## src/rtl/reg_bank.sv

```systemverilog
// CSR bank with byte strobes, read-only mask, hardware update ports and error-flagged
// write/read responses. Both channels take one request per cycle and answer one cycle later.
module reg_bank #(
    parameter int ADDR_WIDTH = 5,
    parameter int DATA_WIDTH = 32,
    parameter int NUM_REGS   = 16,
    parameter logic [NUM_REGS-1:0]            RO_MASK   = '0,
    parameter logic [NUM_REGS*DATA_WIDTH-1:0] RESET_VAL = '0
) (
    input  logic                           clk,
    input  logic                           rst,
    input  logic [ADDR_WIDTH-1:0]          waddr,
    input  logic [DATA_WIDTH-1:0]          wdata,
    input  logic [DATA_WIDTH/8-1:0]        wstrb,
    input  logic                           wvalid,
    output logic                           wready,
    input  logic                           bready,
    output logic [DATA_WIDTH-1:0]          bdata,
    output logic                           bvalid,
    output logic                           berr,
    input  logic [ADDR_WIDTH-1:0]          raddr,
    input  logic                           arvalid,
    output logic                           aready,
    output logic [DATA_WIDTH-1:0]          rdata,
    output logic                           rvalid,
    input  logic                           rready,
    output logic                           rerr,
    input  logic [NUM_REGS-1:0]            hw_we,
    input  logic [NUM_REGS*DATA_WIDTH-1:0] hw_wdata,
    output logic [NUM_REGS*DATA_WIDTH-1:0] regs_q,
    output logic [NUM_REGS-1:0]            sw_wr_pulse
);

    localparam int NBYTES = DATA_WIDTH / 8;

    logic [NUM_REGS-1:0][DATA_WIDTH-1:0] regs;
    logic [NUM_REGS-1:0][DATA_WIDTH-1:0] reg_nxt;
    logic [NUM_REGS-1:0]                 whit;
    logic [NUM_REGS-1:0]                 rhit;
    logic [NUM_REGS-1:0]                 wsel;
    logic [DATA_WIDTH-1:0]               bdata_nxt;
    logic [DATA_WIDTH-1:0]               rdata_nxt;
    logic                                w_ok;
    logic                                r_ok;
    logic                                wacc;
    logic                                racc;

    assign wready = !bvalid || bready;
    assign aready = !rvalid || rready;
    assign wacc   = wvalid && wready;
    assign racc   = arvalid && aready;
    assign regs_q = regs;

    // Per-register decode avoids indexing RO_MASK/regs with out-of-range addresses.
    always_comb begin
        whit      = '0;
        rhit      = '0;
        wsel      = '0;
        reg_nxt   = regs;
        bdata_nxt = '0;
        rdata_nxt = '0;
        for (int i = 0; i < NUM_REGS; i++) begin
            whit[i] = (waddr == ADDR_WIDTH'(i));
            rhit[i] = (raddr == ADDR_WIDTH'(i));
            wsel[i] = wacc && whit[i] && !RO_MASK[i];
            if (hw_we[i])
                reg_nxt[i] = hw_wdata[i*DATA_WIDTH +: DATA_WIDTH];
            if (wsel[i]) begin
                for (int k = 0; k < NBYTES; k++) begin
                    if (wstrb[k])
                        reg_nxt[i][k*8 +: 8] = wdata[k*8 +: 8];
                end
            end
            if (wsel[i])
                bdata_nxt = reg_nxt[i];
            if (rhit[i])
                rdata_nxt = regs[i];
        end
        w_ok = |(whit & ~RO_MASK);
        r_ok = |rhit;
    end

    always_ff @(posedge clk or posedge rst) begin
        if (rst) begin
            regs        <= RESET_VAL;
            bvalid      <= 1'b0;
            bdata       <= '0;
            berr        <= 1'b0;
            rvalid      <= 1'b0;
            rdata       <= '0;
            rerr        <= 1'b0;
            sw_wr_pulse <= '0;
        end else begin
            regs        <= reg_nxt;
            sw_wr_pulse <= wsel;

            if (wacc) begin
                bvalid <= 1'b1;
                bdata  <= w_ok ? bdata_nxt : '0;
                berr   <= !w_ok;
            end else if (bready) begin
                bvalid <= 1'b0;
            end

            if (racc) begin
                rvalid <= 1'b1;
                rdata  <= r_ok ? rdata_nxt : '0;
                rerr   <= !r_ok;
            end else if (rready) begin
                rvalid <= 1'b0;
            end
        end
    end

endmodule

```

## config.mk

```make
export PLATFORM = sky130hd
export DESIGN_NAME = reg_bank
export DESIGN_NICKNAME = d
export VERILOG_FILES = /design/src/rtl/reg_bank.sv
export SDC_FILE = /design/constraint.sdc
export NUM_CORES = 2
export LEC_CHECK = 0
export CAP_MARGIN = 20
export CORE_AREA = 2 2 457 459
export CTS_BUF_LIST = sky130_fd_sc_hd__clkbuf_4 sky130_fd_sc_hd__clkbuf_8
export DETAILED_ROUTE_END_ITERATION = 7
export DIE_AREA = 0 0 459 461
export PLACE_DENSITY_LB_ADDON = 0.15
export SETUP_SLACK_MARGIN = 0.1
export SKIP_CTS_REPAIR_TIMING = 1
export SYNTH_ARGS = -nofsm -noshare
export SYNTH_HDL_FRONTEND = slang
export SYNTH_SLANG_ARGS = --single-unit
```

## constraint.sdc

```tcl
create_clock -name clk -period 30.2 [get_ports clk]
set_input_delay 6.04 -clock clk [delete_from_list [all_inputs] [get_ports clk]]
set_output_delay 6.04 -clock clk [all_outputs]
set_load 0.05 [all_outputs]
```

[Word-level counts from Yosys, hierarchy flattened]
Cells that the tools add are included.
Widths: inputs -> output; s select.
Operators by class
  equality and inequality tests: 30
  multiplexer cells: 134
  reductions and logical operators: 30
Operators by type and width (count)
  $mux 32: 66
  $mux 8: 64
  $eq 5x4->1 const B: 16
  $eq 5x3->1 const B: 8
  $reduce_or 16->1: 2
  $eq 5x2->1 const B: 4
  $logic_and 1x1->1: 18
  $eq 5x1->1 const B: 2
  $logic_not 5->1: 2
  $logic_not 1->1: 4
  $mux 1: 4
  $reduce_bool 2->1: 2
  $logic_or 1x1->1: 2
Storage, ports and cells
  flip-flop bits (word level): 596
  bits of input ports: 580
  output and inout port bits: 598
  word-level logic and storage cells: 217

[Longest topological paths before layout]
  depth after elaboration: 22
  mapped depth: 11
  depth with buffers taken out: 8

[Least setup slack after synthesis]
OpenSTA, ideal clock, no wires.
  path type: input to output
  from: input port bready
  to: output port wready
  arrival: 6.965 ns
  data required time: 24.160 ns
  setup slack: 17.195 ns
  stages: 4
  buffers on the path: 2
  path through: nor2b_2 -> inv_2 -> buf_2 -> buf_1
Between the ends
  longest elaborated chain between the ends: 1
RTL lines
  from (decl): line 17  | input logic bready,
  $logic_or 1x1->1: line 48  | assign wready = !bvalid || bready;
  to (decl): line 16  | output logic wready,
Every way passes these cells.

[Worst setup path after layout]
Same ends and word-level chain as after synthesis.

==> qor.yml <==
status:
  outcome: "finished clean"
sta:
  setup_viol: 0
  rsz0062_at_grt: "no"
  drv_slew: 0
  finalCritPeriodShare_pct: 46.9
  min_period_ps: 14180
  fmax_mhz: 70.5
  worst_pin_slew_ps: 1410
  relSlewSlack_pct: 5.04
  clock_skew_ps: 58.2
  hold_violations: 0
  fin_tns_setup_ps: 0
cells_and_area:
  fill_cells: 22361
  drive_above_1_share_pct: 11.7
  fin_util_pct: 27.0
  area_growth_pct: 48.1
  fin_nets: 6031
  regArea_um2: 14900
  multi_input_area_um2: 20900
synth:
  synth-seq-cells: 596
  synth_simple_gate_area_share_pct: 15.6
  synth_top_family_by_area: "compound AO/OA/AOI/OAI gates"
  synth-edff-count: 0
  synth-compound-area-share_pct: 24.0
  syn_nets: 4915
  synthAdderAreaFrac_pct: 0.0266
  synthMostInstantiatedCell: "a21oi_1"
  ys_types: 101
  synth_common_cells: "669 x a21oi_1, 632 x nor2_1, 596 x dfrtp_1"
  synth.top_cells.by_area: "dfrtp_1 40%, mux2i_1 14%, a21oi_1 8.9%"
  yosys.area.top_type: "dfrtp_1"
  muxShareOfSynthArea_pct: 15.3
  seq_area_frac_synth_pct: 39.7
  synth_area_per_cell_um2: 8.67
  yosysTopAreaCellShare_pct: 39.7
  synth_warnings: 0
  synth_area_um2: 37600
  synthXorXnorAreaFrac_pct: 0.0932
  synth_cells: 4335
  async_flop_share_pct: 100
  synthFlopType: "dfrtp_1"
global_route:
  grt_overflow: 0
  grt_max_degree: 89
  grt_usage_pct: 35.0
  grt_antenna_before_repair: 93
  grt_pass1_vias: 43604
  grt_pass1_wl_um: 485000
worst_setup_path:
  r2r-start: "bvalid"
  critical_path_class: "primary input to primary output"
  start_kind: "primary input"
  endpoint_kind: "primary output"
  arrival_ps: 8140
  reg2reg_slack_ps: 25610
  path_max_fanout: 18
  reg2reg_depth: 8
  rr_endpoint: "bdata[11]"
  cp.required_ps: 24160
cts:
  cts.sinks: 596
  cts_buffers: 133
  root_buffer: "clkbuf_8"
  clock_latency_ps: 980
  cts.htree.levels: 4
  cts_tree: "built"
  clock_path_buffers: 3
  clkSlewWorstSetupHoldPaths_ps: 60
pwr:
  leakage_nw: 22.7
  p_per_area_nw_per_um2: 56.5
  ir_worst_vdd_mv: 0.0492
floorplanning:
  io_pins: 1178
  die_w_um: 459
  fp.dieH_um: 461
  fp.dieArea_um2: 212000
  fp.coreArea_um2: 206000
  row_count: 167
  initial_core_util_pct: 18.2
worst_hold_path:
  hold_end: "rdata[22]"
  hold_class: "register to register"
  hp-start: "rdata[22]"
  whs_path_depth: 2
place:
  port_buffers: 1177
  hpwl_um: 300000
  gp_congestion: 0.995
drt:
  drc_errors: 0
  vias: 46334
  via_per_inst: 5.57
  first_pass_iters: 8
  wirelength_um: 386000
  ant_nets: 0
  avgRoutedWirePerCell_um: 46.5
  drt_iter0_markers: 7187
run:
  drv_cap: 0
[worst max-delay path by stage]
stage | startpoint | end | slack [ps] | depth (start not counted)
3_5_place_dp | bready | wready | 16040 | 5
2_1_floorplan | rst | bdata[0] | 7480 | 1
4_1_cts | bready | wready | 16030 | 5
5_1_grt | bready | wready | 15970 | 5
3_3_place_gp | bready | wready | 16050 | 5
6_report | bready | wready | 16020 | 5
[cells in the final DEF (no fill, tap or decap), types with 14 or more instances in the layout]
cell type and instances:
nand3_1 67, o31ai_1 18, dfrtp_1 596, mux2i_1 514
o211ai_1 31, or3_1 29, and3_1 20, clkdlybuf4s50_1 1146
clkbuf_8 163, o221ai_1 37, clkbuf_4 54, a31oi_1 32
buf_4 217, o21ai_0 137, a22oi_1 132, a21boi_0 16
nand2b_1 42, mux2_2 49, inv_1 14, a221oi_1 28
nand2_1 276, a2111oi_0 14, a211oi_1 25, o22ai_1 53
nor3_1 60, a21oi_1 669, a222oi_1 25, diode_2 57
nand4_1 34, a21o_1 17, nor2_1 622, o32ai_1 18
buf_2 29
[power by group]
part | internal, mW | switching [mW] | total (mW)
Combinational | 0.328 | 0.757 | 1.09
Sequential | 0.880 | 0.140 | 1.02
Clock | 0.568 | 0.470 | 1.04
[layout make-up]
cell class                      count  share of cell area (%)
Inverter                           27                   0.196
Antenna cell                       57                   0.256
Clock inverter                     22                   0.405
Timing Repair Buffer             1401                    24.0
Sequential cell                   596                    26.8
Clock buffer                      213                    4.70
Tap cell                         2704                    6.08
Multi-Input combinational cell   3292                    37.6
[kinds of logic (layout without fill, tap and decap cells)]
family | after synthesis | count (layout)
flops | 596 | 596
fa+ha+maj | 1 | 1
simple gates | 1297 | 1297
xor+xnor | 4 | 4
other cells | 0 | 57
compound gates | 1424 | 1424
buf+inv | 447 | 1663
mux | 566 | 566
[flip-flops by register name (all words and copies together) (netlist names)]
register and flops:
bvalid 1, berr 1, sw_wr_pulse 16, bdata 32, regs_q 512, rdata 32
rerr 1, rvalid 1
[per-layer routing]
metal | global-route usage (%) | wire [µm]
met1 | 47.0 | 165000
met2 | 49.8 | 159000
met3 | 12.6 | 43800
met5 | 0 | 184
met4 | 15.9 | 18300
[metrics by stage]
stage               setup slack (ps)  area, µm²  power (mW)  hold WS [ps]  cells
detailed placement             16040      52600        2.09           478   8006
CTS                            16030      55400        3.12           491   8241
finish                         16020      55700        3.14           483   8312
floorplan                       7480      37600        1.49           745   4335
global route                   15970      55600        3.20           517   8277
global placement               16050      52500        2.09           467   8004
[worst max-delay path: stages]
cell	delay (ps)
clkdlybuf4s50_1	570
nor2b_4	70
buf_4	230
inv_2	310
clkdlybuf4s50_1	890
(Power assumes the default switching activity.)
